### src/rtl/sc_statemachine_perdio.sv
// Game-outcome controller for the frog game: tracks lives and level, freezes the
// board after a collision and reports respawn, game-over and win to the rest of the system.
module sc_statemachine_perdio #(
    parameter int unsigned LIVES       = 3,
    parameter int unsigned LIVES_WIDTH = 2,
    parameter int unsigned HIT_TICKS   = 4,
    parameter int unsigned LEVEL_WIDTH = 4,
    parameter int unsigned MAX_LEVEL   = 15
) (
    input  logic                   SC_STATEMACHINE_CLOCK_50,
    input  logic                   SC_STATEMACHINE_RESET_InLow,
    input  logic                   SC_STATEMACHINE_start_InLow,
    input  logic                   SC_STATEMACHINE_tick_In,
    input  logic                   SC_STATEMACHINE_perdio_In,
    input  logic                   SC_STATEMACHINE_gano_In,
    output logic [LIVES_WIDTH-1:0] SC_STATEMACHINE_lives_Out,
    output logic [LEVEL_WIDTH-1:0] SC_STATEMACHINE_level_Out,
    output logic                   SC_STATEMACHINE_freeze_Out,
    output logic                   SC_STATEMACHINE_respawn_Out,
    output logic                   SC_STATEMACHINE_gameover_Out,
    output logic                   SC_STATEMACHINE_win_Out,
    output logic [2:0]             SC_STATEMACHINE_state_Out
);

    localparam int unsigned HitCntWidth = $clog2(HIT_TICKS) + 1;
    localparam logic [LIVES_WIDTH-1:0] LivesInit = LIVES_WIDTH'(LIVES);
    localparam logic [LIVES_WIDTH-1:0] LivesOne  = LIVES_WIDTH'(1);
    localparam logic [LEVEL_WIDTH-1:0] LevelOne  = LEVEL_WIDTH'(1);
    localparam logic [LEVEL_WIDTH-1:0] LevelMax  = LEVEL_WIDTH'(MAX_LEVEL);
    localparam logic [HitCntWidth-1:0] HitLast   = HitCntWidth'(HIT_TICKS - 1);

    typedef enum logic [2:0] {
        StIdle = 3'd0,
        StPlay = 3'd1,
        StHit  = 3'd2,
        StLose = 3'd3,
        StWin  = 3'd4
    } state_e;

    state_e                 r_state;
    logic [LIVES_WIDTH-1:0] r_lives;
    logic [LEVEL_WIDTH-1:0] r_level;
    logic [HitCntWidth-1:0] r_hit_cnt;
    logic                   r_prev_start;
    logic                   r_prev_gano;
    logic                   r_freeze;
    logic                   r_respawn;
    logic                   r_gameover;
    logic                   r_win;

    logic w_start_press;
    logic w_gano_rise;

    assign w_start_press = r_prev_start & ~SC_STATEMACHINE_start_InLow;
    assign w_gano_rise   = SC_STATEMACHINE_gano_In & ~r_prev_gano;

    always_ff @(posedge SC_STATEMACHINE_CLOCK_50 or negedge SC_STATEMACHINE_RESET_InLow) begin
        if (!SC_STATEMACHINE_RESET_InLow) begin
            r_state      <= StIdle;
            r_lives      <= LivesInit;
            r_level      <= LevelOne;
            r_hit_cnt    <= '0;
            r_prev_start <= 1'b1;
            r_prev_gano  <= 1'b0;
            r_freeze     <= 1'b1;
            r_respawn    <= 1'b0;
            r_gameover   <= 1'b0;
            r_win        <= 1'b0;
        end else begin
            r_prev_start <= SC_STATEMACHINE_start_InLow;
            r_prev_gano  <= SC_STATEMACHINE_gano_In;
            r_respawn    <= 1'b0;
            case (r_state)
                StIdle: begin
                    r_freeze   <= 1'b1;
                    r_gameover <= 1'b0;
                    r_win      <= 1'b0;
                    if (w_start_press) begin
                        r_state   <= StPlay;
                        r_lives   <= LivesInit;
                        r_level   <= LevelOne;
                        r_freeze  <= 1'b0;
                        r_respawn <= 1'b1;
                    end
                end
                StPlay: begin
                    // Collision is a level and beats a simultaneous goal.
                    if (SC_STATEMACHINE_perdio_In) begin
                        r_freeze <= 1'b1;
                        if (r_lives > LivesOne) begin
                            r_lives   <= r_lives - LivesOne;
                            r_hit_cnt <= '0;
                            r_state   <= StHit;
                        end else begin
                            r_lives    <= '0;
                            r_state    <= StLose;
                            r_gameover <= 1'b1;
                        end
                    end else if (w_gano_rise) begin
                        if (r_level < LevelMax) begin
                            r_level   <= r_level + LevelOne;
                            r_respawn <= 1'b1;
                        end else begin
                            r_state  <= StWin;
                            r_freeze <= 1'b1;
                            r_win    <= 1'b1;
                        end
                    end
                end
                StHit: begin
                    if (SC_STATEMACHINE_tick_In) begin
                        if (r_hit_cnt >= HitLast) begin
                            r_state   <= StPlay;
                            r_freeze  <= 1'b0;
                            r_respawn <= 1'b1;
                        end else begin
                            r_hit_cnt <= r_hit_cnt + 1'b1;
                        end
                    end
                end
                StLose, StWin: begin
                    if (w_start_press) begin
                        r_state    <= StIdle;
                        r_freeze   <= 1'b1;
                        r_gameover <= 1'b0;
                        r_win      <= 1'b0;
                    end
                end
                default: begin
                    r_state    <= StIdle;
                    r_freeze   <= 1'b1;
                    r_gameover <= 1'b0;
                    r_win      <= 1'b0;
                end
            endcase
        end
    end

    assign SC_STATEMACHINE_lives_Out    = r_lives;
    assign SC_STATEMACHINE_level_Out    = r_level;
    assign SC_STATEMACHINE_freeze_Out   = r_freeze;
    assign SC_STATEMACHINE_respawn_Out  = r_respawn;
    assign SC_STATEMACHINE_gameover_Out = r_gameover;
    assign SC_STATEMACHINE_win_Out      = r_win;
    assign SC_STATEMACHINE_state_Out    = r_state;

endmodule

### config.mk
export PLATFORM = sky130hd
export DESIGN_NAME = sc_statemachine_perdio
export DESIGN_NICKNAME = d
export VERILOG_FILES = /design/src/rtl/sc_statemachine_perdio.sv
export SDC_FILE = /design/constraint.sdc
export NUM_CORES = 1
export LEC_CHECK = 0
export CAP_MARGIN = 5
export CORE_UTILIZATION = 45
export CTS_CLUSTER_SIZE = 30
export DETAILED_ROUTE_END_ITERATION = 10
export PLACE_DENSITY = 0.71
export SLEW_MARGIN = 20
export SYNTH_ARGS = -nofsm -noshare
export SYNTH_HDL_FRONTEND = slang
export SYNTH_SLANG_ARGS = --single-unit
export TNS_END_PERCENT = 30
### constraint.sdc
create_clock -name SC_STATEMACHINE_CLOCK_50 -period 2 [get_ports SC_STATEMACHINE_CLOCK_50]
set_clock_uncertainty 0.15 [all_clocks]
set_input_delay 0.5 -clock SC_STATEMACHINE_CLOCK_50 [delete_from_list [all_inputs] [get_ports SC_STATEMACHINE_CLOCK_50]]
set_output_delay 0.5 -clock SC_STATEMACHINE_CLOCK_50 [all_outputs]
set_load 0.01 [all_outputs]
* Word level (Yosys, flattened, before mapping) *
Index checks and enable logic that the tools add are counted.

operators by class
  add/sub/neg operators = 3
  $lt $le $gt $ge = 3
  equal/unequal tests = 18
  muxes and demuxes = 44
  bitwise gates (word level) = 5
  reduce and logical (&&, ||, !) cells = 11

operator list
  kind                                                                count
  2-to-1 mux 3 bit                                                    11
  != test 2 bit (second input constant)                               12
  AND reduction 5 bit                                                 4
  2-to-1 mux 1 bit                                                    18
  2-to-1 mux 4 bit                                                    4
  one-hot mux 3 bit (4 select lines)                                  1
  one-hot mux 1 bit (3 select lines)                                  3
  one-hot mux 4 bit (2 select lines)                                  1
  equality test 3 x 2 -> 1 bit (second input constant)                2
  2-to-1 mux 2 bit                                                    3
  != test 3 bit (second input constant)                               2
  one-hot mux 3 bit (2 select lines)                                  1
  AND reduction 6 bit                                                 1
  adder 4 x 1 -> 4 bit (second input constant)                        1
  less-than comparator 4 bit (second input constant)                  1
  one-hot mux 1 bit (4 select lines)                                  1
  one-hot mux 2 bit (2 select lines)                                  1
  AND reduction 4 bit                                                 1
  nonzero test 2 bit                                                  2
  adder 3 x 1 -> 3 bit (second input constant)                        1
  equality test 3 x 1 -> 1 bit (second input constant)                1
  equality test 3 bit (second input constant)                         1
  greater-or-equal comparator 3 x 2 -> 1 bit (second input constant)  1
  logical NOT 3 bit                                                   1
  6 further kinds                                                     9

word-level totals
  bits in registers = 18
  bits of input ports = 6
  logic and storage cells = 94

* Longest topological paths before layout *
Gate-level depths: netlist of run 1.

  depth after elaboration = 5
  depth in mapped cells = 6

* Worst setup path before layout of run 1 *
No wires, ideal clock.

  path type = reg-to-reg
  from = register r_hit_cnt[0]
  to = register r_state[0], in the netlist SC_STATEMACHINE_state_Out[0]
  arrival = 1.519 ns
  data required time = 1.726 ns
  setup slack = 0.207 ns
  cell stages (with the launch flop) = 7
  clock period less this slack = 1.793 ns
  cell sequence = dfrtp_1 > ha_1 > ha_1 > a211oi_2 > nand2b_1 > o21bai_1 > a211o_1

on the way
  cells in the longest elaborated chain, start to end = 3

ends and longest elaborated chain
  element                                     RTL line  source
  start: declaration                          43        logic [HitCntWidth-1:0] r_hit_cnt;
  start signal: assignment                    117       r_hit_cnt <= r_hit_cnt + 1'b1;
  greater-or-equal comparator 3 x 2 -> 1 bit  112       if (r_hit_cnt >= HitLast) begin
  != test 2 bit (no line)                     --
  AND reduction 6 bit (no line)               --
  end signal: assignment                      113       r_state <= StPlay;
  end signal: assignment                      123       r_state <= StIdle;
  end signal: assignment                      130       r_state <= StIdle;
  end: declaration                            40        state_e r_state;

Every way passes these cells.
A chain may end at the register's enable or synchronous reset.

* Worst setup path after layout of run 1 *
  from = register r_state[1], in the netlist SC_STATEMACHINE_state_Out[1]
  to = output port SC_STATEMACHINE_state_Out[1]

RTL lines
  element                   RTL line  source
  start signal: assignment  59        r_state <= StIdle;
  start signal: assignment  79        r_state <= StPlay;
  start signal: assignment  93        r_state <= StHit;
  end: declaration          22        output logic [2:0] SC_STATEMACHINE_state_Out

No word-level cell between the ends.

==> impl_metrics.xml, run 1 <==
<?xml version="1.0" encoding="UTF-8"?>
<metrics>
  <group name="status">
    <metric name="run_status" unit="">finished clean</metric>
  </group>
  <group name="synthesis">
    <metric name="ys_top_cells_by_area" unit="">sky130_fd_sc_hd__dfrtp_1 (33%), sky130_fd_sc_hd__dfstp_2 (13%), sky130_fd_sc_hd__ha_1 (3.8%)</metric>
    <metric name="yosys.cell_types.count" unit="">38</metric>
    <metric name="synth_edf_count" unit="">0</metric>
    <metric name="synth_flop_cell" unit="">sky130_fd_sc_hd__dfrtp_1</metric>
    <metric name="synth.yosys.seq_area_share" unit="%">46.03</metric>
    <metric name="ys_top_cells_by_count" unit="">sky130_fd_sc_hd__dfrtp_1 (13), sky130_fd_sc_hd__inv_1 (7), sky130_fd_sc_hd__nand2_1 (7)</metric>
    <metric name="synthMostInstantiatedCell" unit="">sky130_fd_sc_hd__dfrtp_1</metric>
    <metric name="netlist_area" unit="um^2">992.2</metric>
    <metric name="synth_area_leader_cell" unit="">sky130_fd_sc_hd__dfrtp_1</metric>
    <metric name="synth.top_cell.area_share" unit="%">32.79</metric>
    <metric name="syn-num-nets" unit="">100</metric>
    <metric name="postSynthAreaPerCell" unit="um^2">10.90</metric>
    <metric name="post_synth_inst_count" unit="">91</metric>
    <metric name="ys_seq_elements" unit="">18</metric>
    <metric name="synthArstFlopShare" unit="%">100.0</metric>
    <metric name="synth.yosys.warnings" unit="">0</metric>
  </group>
  <group name="setup_path">
    <metric name="rrSetupSlack" unit="ns">0.10</metric>
    <metric name="cp_top_family" unit="">buffers and inverters</metric>
    <metric name="reg2reg_from" unit="">SC_STATEMACHINE_level_Out[0]$_DFFE_PN1P_</metric>
    <metric name="critPathMaxStageDelay" unit="ns">0.55</metric>
    <metric name="worst_ep_required_time" unit="ns">1.35</metric>
    <metric name="timing.setup.critical_path_class" unit="">reg -&gt; out</metric>
    <metric name="cp.buffers_inverters" unit="">1</metric>
    <metric name="worstRegToRegCells" unit="">6</metric>
    <metric name="rr_endpoint" unit="">SC_STATEMACHINE_state_Out[0]$_DFFE_PN0P_</metric>
    <metric name="crit_path_max_fanout" unit="">6</metric>
    <metric name="cp-end-kind" unit="">output port</metric>
    <metric name="worst-endpoint-arrival" unit="ns">1.30</metric>
    <metric name="timing.critical_path.from_type" unit="">flip-flop</metric>
    <metric name="critical-path-slowest-cell" unit="">sky130_fd_sc_hd__clkdlybuf4s50_1</metric>
    <metric name="path_cells" unit="">clkdlybuf4s50_1</metric>
  </group>
  <group name="sta">
    <metric name="worst-slew-pin-transition" unit="ns">0.4080</metric>
    <metric name="final_period_util" unit="%">97.39</metric>
    <metric name="final-max-slew-violation-count" unit="">0</metric>
    <metric name="fin_crit" unit="ns">1.948</metric>
    <metric name="report.final.setup_viol" unit="">0</metric>
    <metric name="hold_slack" unit="ns">0.3482</metric>
    <metric name="grt_setup_unrepaired" unit="">false</metric>
    <metric name="finalHoldViolCount" unit="">0</metric>
    <metric name="fmax" unit="MHz">513.4</metric>
    <metric name="maxSlewHeadroom" unit="%">72.76</metric>
  </group>
  <group name="route">
    <metric name="antenna_left" unit="">0</metric>
    <metric name="post_drt_wl_per_cell" unit="um">13.10</metric>
    <metric name="first_iter_violations" unit="">7</metric>
    <metric name="drt_first_pass_iters" unit="">4</metric>
    <metric name="detail_route.wirelength" unit="mm">1.926</metric>
    <metric name="via_count" unit="">751</metric>
    <metric name="dr_vias_cell" unit="">5.109</metric>
    <metric name="post-route-drc-count" unit="">0</metric>
  </group>
  <group name="clock_network">
    <metric name="maximum_count_of_clock_buffers_along_a_single_path" unit="">2</metric>
    <metric name="cts-buffers-inserted" unit="">3</metric>
    <metric name="htree_levels" unit="">1</metric>
    <metric name="clock-root-buffer" unit="">sky130_fd_sc_hd__clkbuf_4</metric>
    <metric name="clkLatencyLatePin" unit="ns">0.30</metric>
    <metric name="cts_tree" unit="">done</metric>
    <metric name="clk_pin_slew_worst_paths" unit="ns">0.10</metric>
    <metric name="clock-sinks" unit="">18</metric>
  </group>
  <group name="global_routing">
    <metric name="grtUsageTotal" unit="%">18.28</metric>
    <metric name="vias_in_the_first_global_route" unit="">720</metric>
    <metric name="maximum_number_of_pins_on_one_net_before_global_route_repair" unit="">19</metric>
    <metric name="global_route_wire_length_before_repair" unit="mm">3.263</metric>
    <metric name="initial_antenna_violation_count" unit="">0</metric>
    <metric name="grt.overflow.total" unit="">0</metric>
  </group>
  <group name="hold_path">
    <metric name="min-delay-start" unit="">SC_STATEMACHINE_gameover_Out$_DFFE_PN0P_</metric>
    <metric name="worstHoldPathType" unit="">reg -&gt; reg</metric>
    <metric name="min_delay_path_depth" unit="">1</metric>
    <metric name="holdPathEnd" unit="">SC_STATEMACHINE_gameover_Out$_DFFE_PN0P_</metric>
  </group>
  <group name="finish">
    <metric name="num-fill-cells" unit="">172</metric>
    <metric name="nNetsFinal" unit="">130</metric>
    <metric name="layout.cell_area.non_filler" unit="um^2">1285</metric>
    <metric name="post_route_insts_no_fill" unit="">147</metric>
    <metric name="area_growth" unit="%">29.51</metric>
    <metric name="drive_gt1_share" unit="%">26.67</metric>
    <metric name="antennaDiodeCount" unit="">0</metric>
  </group>
  <group name="place">
    <metric name="placed_cells_incl_taps" unit="">143</metric>
    <metric name="placedInstanceArea" unit="um^2">1247</metric>
    <metric name="gp_congestion" unit="">0.7635</metric>
    <metric name="port-buffer-count" unit="">18</metric>
    <metric name="place_hpwl" unit="mm">1.552</metric>
  </group>
  <group name="power">
    <metric name="power_switching_share" unit="%">37.28</metric>
    <metric name="power-per-cell-area" unit="nW/um^2">1275</metric>
    <metric name="p_seq_share" unit="%">38.6</metric>
    <metric name="p_int" unit="mW">1.028</metric>
    <metric name="power.combinational.fraction" unit="%">47.5</metric>
    <metric name="p_switching" unit="mW">0.6108</metric>
    <metric name="power.leakage" unit="nW">0.5829</metric>
    <metric name="power.share.clock" unit="%">13.8</metric>
    <metric name="ir_drop" unit="uV">725.5</metric>
  </group>
  <group name="die">
    <metric name="start_util" unit="%">49.07</metric>
    <metric name="fp.dieW" unit="um">48.96</metric>
    <metric name="dieArea" unit="um^2">2397</metric>
    <metric name="die_y" unit="um">48.96</metric>
    <metric name="boundaryPins" unit="">19</metric>
    <metric name="num_rows" unit="">16</metric>
    <metric name="core_area" unit="um^2">2022</metric>
  </group>
  <group name="run">
    <metric name="cap_viol_max_count" unit="">0</metric>
  </group>
</metrics>
area by class of cell:
cell class	count	area (um^2)	share of cell area [%]
clock buffer	4	36.28	2.824
inverter	7	26.28	2.045
multi-input combinational	62	467.9	36.42
sequential	18	460.4	35.83
tap	27	33.78	2.629
timing repair buffer	29	260.3	20.25
power groups by stage:
| stage | registers, mW | clock network, mW | logic (mW) |
|---|---|---|---|
| after floorplan | 0.648 | 0 | 0.461 |
| after global placement | 0.633 | 0 | 0.785 |
| after detailed placement | 0.641 | 0 | 0.807 |
| after CTS | 0.635 | 0.236 | 0.785 |
| after global routing | 0.654 | 0.250 | 0.856 |
| final | 0.633 | 0.227 | 0.779 |
metal layers:
metal  share of wire [%]  track usage (%)  vias to the layer above
met2                  48            28.94                       11
li1                    -                -                      382
met5                   0                0                        -
met4                 1.4            8.333                        0
met1                  48            23.56                      356
met3                 2.6            4.361                        2
per-stage QoR:
stage	setup TNS [ns]	setup slack [ns]	utilization [%]	power, mW
after global routing	0	0.007313	63.55	1.760
after floorplan	0	0.2075	-	1.109
after CTS	0	0.01989	63.37	1.655
after global placement	-0.2656	-0.1090	61.70	1.418
final	0	0.05227	63.55	1.639
after detailed placement	-0.6696	-0.1503	61.70	1.448
how the worst max path moves through the flow:
stage / depth (start not counted) / from / to / slack (ns)
2_1_floorplan: 6 / r_hit_cnt[0]$_DFFE_PN0P_ / SC_STATEMACHINE_state_Out[0]$_DFFE_PN0P_ / 0.21
3_3_place_gp: 5 / SC_STATEMACHINE_tick_In / SC_STATEMACHINE_state_Out[0]$_DFFE_PN0P_ / -0.11
3_5_place_dp: 5 / SC_STATEMACHINE_tick_In / SC_STATEMACHINE_state_Out[0]$_DFFE_PN0P_ / -0.15
4_1_cts: 1 / SC_STATEMACHINE_state_Out[2]$_DFFE_PN0P_ / SC_STATEMACHINE_state_Out[2] / 0.02
5_1_grt: 1 / SC_STATEMACHINE_state_Out[0]$_DFFE_PN0P_ / SC_STATEMACHINE_state_Out[0] / 0.007
6_report: 1 / SC_STATEMACHINE_state_Out[1]$_DFFE_PN0P_ / SC_STATEMACHINE_state_Out[1] / 0.05
logic make-up (layout without fill, tap and decap cells):
group,after synthesis,in the layout,share of synthesized area [%]
xor+xnor,1,1,0.8829
buf+inv,11,40,6.810
simple gates,37,37,24.34
flops,18,18,46.03
compound gates,21,21,18.16
fa+ha+maj,3,3,3.784
sequential cells by signal, summed over array words and instances, names as in the netlist:
signal,count
SC_STATEMACHINE_level_Out,4
r_prev_gano,1
SC_STATEMACHINE_gameover_Out,1
SC_STATEMACHINE_freeze_Out,1
SC_STATEMACHINE_win_Out,1
r_prev_start,1
r_hit_cnt,3
SC_STATEMACHINE_lives_Out,2
SC_STATEMACHINE_respawn_Out,1
SC_STATEMACHINE_state_Out,3
cells in the final DEF (no fill, tap or decap), types with 2 or more instances in the layout:
cell type / count
sky130_fd_sc_hd__and3_1: 2
sky130_fd_sc_hd__dfrtp_1: 10
sky130_fd_sc_hd__a211o_1: 2
sky130_fd_sc_hd__inv_1: 7
sky130_fd_sc_hd__ha_1: 3
sky130_fd_sc_hd__dfstp_2: 5
sky130_fd_sc_hd__nand3b_1: 3
sky130_fd_sc_hd__o21bai_1: 2
sky130_fd_sc_hd__nand2_1: 7
sky130_fd_sc_hd__nand3_1: 3
sky130_fd_sc_hd__buf_4: 11
sky130_fd_sc_hd__dfrtp_2: 3
sky130_fd_sc_hd__nor2b_1: 2
sky130_fd_sc_hd__nand2b_1: 4
sky130_fd_sc_hd__clkbuf_4: 3
sky130_fd_sc_hd__nor3b_1: 2
sky130_fd_sc_hd__nand4_1: 2
sky130_fd_sc_hd__dlygate4sd2_1: 4
sky130_fd_sc_hd__clkdlybuf4s50_1: 13
sky130_fd_sc_hd__a31oi_1: 3
sky130_fd_sc_hd__o31ai_1: 2
sky130_fd_sc_hd__nor2_1: 6
timing repair:
item / 4_1_cts / 5_1_grt
pin swaps: 0 / 1
resized for setup: 6 / 2
setup endpoints to repair: 6 / 4
hold buffers: 0 / 0
endpoints found under the hold margin: 0 / 0
buffers inserted: 0 / 0
gates cloned: 0 / 0
(Power assumes the default switching activity.)
==> run 2, diff against run 1 <==
GPL_ROUTABILITY_DRIVEN = 0   (was not set)
==> results of run 2 <==
The final DEF is identical to that of run 1; final timing and power are the same.
